File: src/rtl/crc15_pkg.sv
`default_nettype none
// ------------------------------------------------------------------
// crc15_pkg : controller state encoding, widths, shift-count helper
// Rev 1.0
// ------------------------------------------------------------------
package crc15_pkg;

  typedef enum logic [1:0] {
    IDLE  = 2'd0,
    CLEAR = 2'd1,
    SHIFT = 2'd2,
    DONE  = 2'd3
  } state_e;

  localparam int REM_W = 15;
  localparam int CNT_W = 11;

  function automatic int total_shifts(input int n, input int r);
    return n + r;
  endfunction

endpackage
`default_nettype wire

File: src/rtl/crc15_sys.sv
`default_nettype none
// ------------------------------------------------------------------
// crc15_sys : remainder shift register plus its sequencer.
// Rev 1.0
// ------------------------------------------------------------------
module crc15_rem_reg #(
  parameter int N     = 64,
  parameter int CNT_W = 11
) (
  input  logic                        clk,
  input  logic                        rst,
  input  logic                        shift,
  input  logic [N-1:0]                data_in,
  output logic [CNT_W-1:0]            count,
  output logic [crc15_pkg::REM_W-1:0] data_out
);
  logic [CNT_W-1:0]            count_q, count_d;
  logic [crc15_pkg::REM_W-1:0] rem_q, rem_d;
  logic [N-1:0]                aligned;

  // Data is consumed MSB-first; once count reaches N the shift yields zero.
  always_comb begin
    aligned = data_in << count_q;
    count_d = count_q;
    rem_d   = rem_q;
    if (shift) begin
      count_d = count_q + 1'b1;
      rem_d   = {aligned[N-1] ^ rem_q[0], rem_q[crc15_pkg::REM_W-1:1]};
    end
  end

  always_ff @(posedge clk or posedge rst) begin
    if (rst) begin
      count_q <= '0;
      rem_q   <= '0;
    end else begin
      count_q <= count_d;
      rem_q   <= rem_d;
    end
  end

  assign count    = count_q;
  assign data_out = rem_q;
endmodule

module crc15_sys #(
  parameter int N     = 64,
  parameter int R     = 15,
  parameter int CNT_W = crc15_pkg::CNT_W
) (
  input  logic                        clk,
  input  logic                        rst,
  input  logic                        in_valid,
  output logic                        in_ready,
  input  logic [N-1:0]                in_data,
  output logic                        out_valid,
  input  logic                        out_ready,
  output logic [crc15_pkg::REM_W-1:0] out_rem,
  output logic                        out_nz,
  output logic                        out_cnt_err
);
  logic                        dp_rst;
  logic                        dp_shift;
  logic [N-1:0]                dp_data;
  logic [CNT_W-1:0]            dp_count;
  logic [crc15_pkg::REM_W-1:0] dp_rem;

  crc15_seq_ctrl #(.N(N), .R(R), .CNT_W(CNT_W)) u_ctrl (
    .clk(clk), .rst(rst),
    .in_valid(in_valid), .in_ready(in_ready), .in_data(in_data),
    .out_valid(out_valid), .out_ready(out_ready), .out_rem(out_rem),
    .out_nz(out_nz), .out_cnt_err(out_cnt_err),
    .dp_rst(dp_rst), .dp_shift(dp_shift), .dp_data(dp_data),
    .dp_count(dp_count), .dp_rem(dp_rem)
  );

  crc15_rem_reg #(.N(N), .CNT_W(CNT_W)) u_rem (
    .clk(clk), .rst(dp_rst), .shift(dp_shift), .data_in(dp_data),
    .count(dp_count), .data_out(dp_rem)
  );
endmodule
`default_nettype wire

File: src/rtl/crc15_seq_ctrl.sv
`default_nettype none
// ------------------------------------------------------------------
// crc15_seq_ctrl : accepts a word, clears and steps the remainder
// register N+R times, then presents the result.  Rev 1.0
// ------------------------------------------------------------------
module crc15_seq_ctrl #(
  parameter int N     = 64,
  parameter int R     = 15,
  parameter int CNT_W = 11
) (
  input  logic                        clk,
  input  logic                        rst,
  input  logic                        in_valid,
  output logic                        in_ready,
  input  logic [N-1:0]                in_data,
  output logic                        out_valid,
  input  logic                        out_ready,
  output logic [crc15_pkg::REM_W-1:0] out_rem,
  output logic                        out_nz,
  output logic                        out_cnt_err,
  output logic                        dp_rst,
  output logic                        dp_shift,
  output logic [N-1:0]                dp_data,
  input  logic [CNT_W-1:0]            dp_count,
  input  logic [crc15_pkg::REM_W-1:0] dp_rem
);
  import crc15_pkg::*;

  localparam int              TOTAL = total_shifts(N, R);
  localparam logic [CNT_W-1:0] LAST = CNT_W'(TOTAL - 1);

  if (TOTAL > (2 ** CNT_W) - 1) begin : g_width_check
    $error("crc15_seq_ctrl: N+R does not fit the shift counter");
  end

  state_e           state_q, state_d;
  logic [CNT_W-1:0] cnt_q, cnt_d;
  logic [N-1:0]     data_q, data_d;
  logic             clr_q, clr_d;
  logic             in_ready_q, in_ready_d;
  logic             shift_q, shift_d;
  logic             valid_q, valid_d;

  always_comb begin
    state_d    = state_q;
    cnt_d      = cnt_q;
    data_d     = data_q;
    clr_d      = clr_q;
    in_ready_d = in_ready_q;
    shift_d    = shift_q;
    valid_d    = valid_q;
    case (state_q)
      IDLE: begin
        in_ready_d = 1'b1;
        if (in_valid) begin
          data_d     = in_data;
          clr_d      = 1'b1;
          in_ready_d = 1'b0;
          state_d    = CLEAR;
        end
      end
      CLEAR: begin
        clr_d   = 1'b0;
        cnt_d   = '0;
        shift_d = 1'b1;
        state_d = SHIFT;
      end
      SHIFT: begin
        cnt_d = cnt_q + 1'b1;
        if (cnt_q == LAST) begin
          shift_d = 1'b0;
          valid_d = 1'b1;
          state_d = DONE;
        end
      end
      DONE: begin
        if (out_ready) begin
          valid_d    = 1'b0;
          in_ready_d = 1'b1;
          state_d    = IDLE;
        end
      end
      default: state_d = IDLE;
    endcase
  end

  always_ff @(posedge clk or posedge rst) begin
    if (rst) begin
      state_q    <= IDLE;
      cnt_q      <= '0;
      data_q     <= '0;
      clr_q      <= 1'b0;
      in_ready_q <= 1'b1;
      shift_q    <= 1'b0;
      valid_q    <= 1'b0;
    end else begin
      state_q    <= state_d;
      cnt_q      <= cnt_d;
      data_q     <= data_d;
      clr_q      <= clr_d;
      in_ready_q <= in_ready_d;
      shift_q    <= shift_d;
      valid_q    <= valid_d;
    end
  end

  // The register is frozen in DONE, so its outputs are stable for the whole result phase.
  assign dp_rst      = rst | clr_q;
  assign dp_shift    = shift_q;
  assign dp_data     = data_q;
  assign in_ready    = in_ready_q;
  assign out_valid   = valid_q;
  assign out_rem     = valid_q ? dp_rem : '0;
  assign out_nz      = valid_q & (|dp_rem);
  assign out_cnt_err = valid_q & (dp_count != CNT_W'(TOTAL));

endmodule
`default_nettype wire

File: config.mk
export PLATFORM = sky130hd
export DESIGN_NAME = crc15_sys
export DESIGN_NICKNAME = d
export VERILOG_FILES = /design/src/rtl/crc15_pkg.sv /design/src/rtl/crc15_sys.sv /design/src/rtl/crc15_seq_ctrl.sv
export SDC_FILE = /design/constraint.sdc
export NUM_CORES = 1
export LEC_CHECK = 0
export BUFFER_PORTS_ARGS = -buffer_cell sky130_fd_sc_hd__buf_4
export CAP_MARGIN = 0
export CORE_MARGIN = 2
export CORE_UTILIZATION = 25
export CTS_CLUSTER_DIAMETER = 80
export DETAILED_ROUTE_END_ITERATION = 16
export PLACE_DENSITY = 0.47
export SYNTH_ARGS = -nofsm -noshare
export SYNTH_HDL_FRONTEND = slang
export SYNTH_HIERARCHICAL = 1
export SYNTH_SLANG_ARGS = --single-unit
File: constraint.sdc
create_clock -name clk -period 2.8 [get_ports clk]
set_clock_uncertainty 0.1 [all_clocks]
set_input_delay 0.42 -clock clk [delete_from_list [all_inputs] [get_ports clk]]
set_output_delay 0.42 -clock clk [all_outputs]
set_load 0.02 [all_outputs]
==> out/results.ini <==
[setup_path]
reg2reg_slack_ns = 0.48
r2r-end = u_rem/data_out[14]
start_kind = flip-flop
crit_arrival_ns = 2.45
cp-end-kind = flip-flop
crit_chain = buf_4 > mux4_1 > mux2i_1 > a21oi_1 > nor4_1 > or4_1 > a31oi_1
path_class = flip-flop to flip-flop
cp_data_required_time_ns = 2.92
rr_worst_depth = 7
cp_max_fo = 17
crit_slowest_cell = mux4_1
reg2reg_from = u_rem/count[0]
crit_path_max_incr_delay_ns = 0.60

[outcome]
status = finished, final reports clean

[route]
routed-via-count = 3392
drt_iter0_drc = 149
ant_nets = 0
drc = 0
wl_mm = 11.79
routed_via_density = 4.463
wire_per_inst_um = 15.51
firstDrtPassIters = 4

[power_and_ir_drop]
power.leakage_nw = 2.877
total_power_mw = 6.987
p_per_area_nw_per_um2 = 1082
ir_drop_uv = 399.8

[timing]
period_share_pct = 82.95
fmax_mhz = 430.6
max-slew-margin-rel_pct = 53.69
post-route-min-period_ns = 2.323
hold_violations = 0
setup_violations = 0
fin_ws_ns = 0.4775
maxSlewViolCount = 0
rsz0062_at_grt = no
tns_ns = 0
tightest_slew_ns = 0.6947

[yosys]
synth_edf_count = 0
synth_area_um2 = 5182
syn_nets = 475
yosys_warnings = 6
ys_seq_area_share_pct = 51.69
syn_inst = 399
syn_area_per_cell_um2 = 12.99
synth_seq_cells = 107
ys_types = 49
synth-async-reset-ratio_pct = 100.0
ys.flop_type = dfrtp_1

[final_layout]
drive_gt1_share_pct = 41.43
instances_no_fill = 760
finalCoreUtilization_pct = 31.81
syn2layout_area_growth_pct = 24.60
n_antenna_cell = 0
multi_input_area_um2 = 2315
n_fill_cell = 2064
regArea_um2 = 2679
mostFrequentLayoutCells = dfrtp_1, buf_4, mux2_2
final_net_count = 561
layout_commonest_cell = dfrtp_1

[clock_tree]
ctsResizeCount = 0
clkSinkCount = 107
clockBufferDepth = 2
cts_hold_buf = 0
htreeDepth = 3
cts_tree = built
path_clk_slew_ns = 0.07
root_buffer = clkbuf_16
worstSkewPairLatency_ns = 0.35
post_cts_buffers = 0
cts_made_buffers = 9

[die]
die_area_um2 = 21900
die-height_um = 148.0
io-pin-count = 87
start_util_pct = 25.53
core_um2 = 20300
die_w_um = 148.0
fp-row-count = 52

[placement]
post-dp-hpwl_mm = 8.699
place_congestion = 0.6963
place_inst = 744
portBuffers = 86
pre_cts_ws_ns = 0.4518

[global_routing]
grt.total_usage_pct = 11.33
grt_max_degree = 66
grt_pass1_wl_mm = 19.42
grt_overflow = 0
antenna_found_initial = 0
grt_pass1_vias = 3597

[worst_hold_path]
hold_path_class = input pin to async pin

[job]
drv_cap = 0

-- power by group --
part / internal [mW] / switching (mW)
Combinational: 1.57 / 1.28
Sequential: 2.21 / 0.539
Clock: 0.832 / 0.556
-- synthesized netlist by cell type, types with 3 or more instances --
cell type,n,area [um2]
mux4_1,11,289.0
buf_2,11,55.05
xnor2_1,13,113.9
nand2_1,22,82.58
nand4_1,7,43.79
o21ai_0,9,45.04
inv_1,16,60.06
a21oi_1,4,20.02
dfrtp_1,106,2653
mux2i_1,9,90.09
o22ai_1,5,31.28
mux2_2,85,957.2
a31oi_1,3,18.77
ha_1,8,100.1
nand3_1,7,35.03
nand3b_1,3,22.52
nor2_1,13,48.80
and2_1,16,100.1
nor4_1,5,31.28
nor3_1,8,40.04
buf_4,3,22.52
-- kinds of logic (layout without fill, tap and decap cells) --
logic type | after synthesis | count (layout) | synth area share [%]
flops | 107 | 107 | 51.69
mux | 106 | 106 | 26.00
simple gates | 94 | 94 | 10.14
buf+inv | 37 | 128 | 3.694
compound gates | 32 | 32 | 4.008
xor+xnor | 15 | 15 | 2.535
fa+ha+maj | 8 | 8 | 1.932
-- sequential cells by signal, indices dropped and copies added (netlist names) --
| register | count |
|---|---|
| u_ctrl/out_valid | 1 |
| u_ctrl/state_q | 2 |
| u_rem/data_out | 15 |
| u_ctrl/clr_q | 1 |
| u_ctrl/cnt_q | 11 |
| u_rem/count | 11 |
| u_ctrl/in_ready | 1 |
| u_ctrl/dp_shift | 1 |
| u_ctrl/dp_data | 64 |
-- critical path: cells and delay by family (launching register included) --
kind,cells,cell delay (ns)
simple gates,2,0.38
mux,2,0.74
compound gates,2,0.16
buf+inv,1,0.31
flops,1,0.49
-- worst max-delay path by stage --
stage | from | endpoint | slack, ns | cells after the start
finish | u_rem/count[0] | u_rem/data_out[14] | 0.48 | 7
floorplan | u_rem/count[2] | u_rem/data_out[14] | 0.70 | 7
global placement | u_rem/count[0] | u_rem/data_out[14] | 0.48 | 7
CTS | u_rem/count[0] | u_rem/data_out[14] | 0.44 | 7
global route | u_rem/count[0] | u_rem/data_out[14] | 0.26 | 7
detailed placement | u_rem/count[0] | u_rem/data_out[14] | 0.45 | 7
-- layer usage --
metal	wire, um	part of all wire (%)	vias to the layer above	global-route usage, %
li1	-	-	1607	-
met1	5331	45	1695	14.73
met2	5756	49	78	18.56
met3	519	4.4	12	2.809
met4	177	1.5	0	3.714
met5	0	0	-	0
-- final cells by class --
type | instances | share of cell area (%)
clock inverter | 4 | 1.124
inverter | 16 | 0.9882
multi-input combinational | 255 | 35.85
tap | 270 | 5.232
sequential | 107 | 41.48
clock buffer | 12 | 3.972
timing repair buffer | 96 | 11.35
-- stage by stage --
stage	hold WS, ns	cell area (um2)
3_3_place_gp	0.3794	6128
5_1_grt	0.1551	6457
3_5_place_dp	0.3863	6128
4_1_cts	0.1216	6457
6_report	0.1201	6457
2_1_floorplan	0.3685	5186
Power figures use the tool's default switching activity.
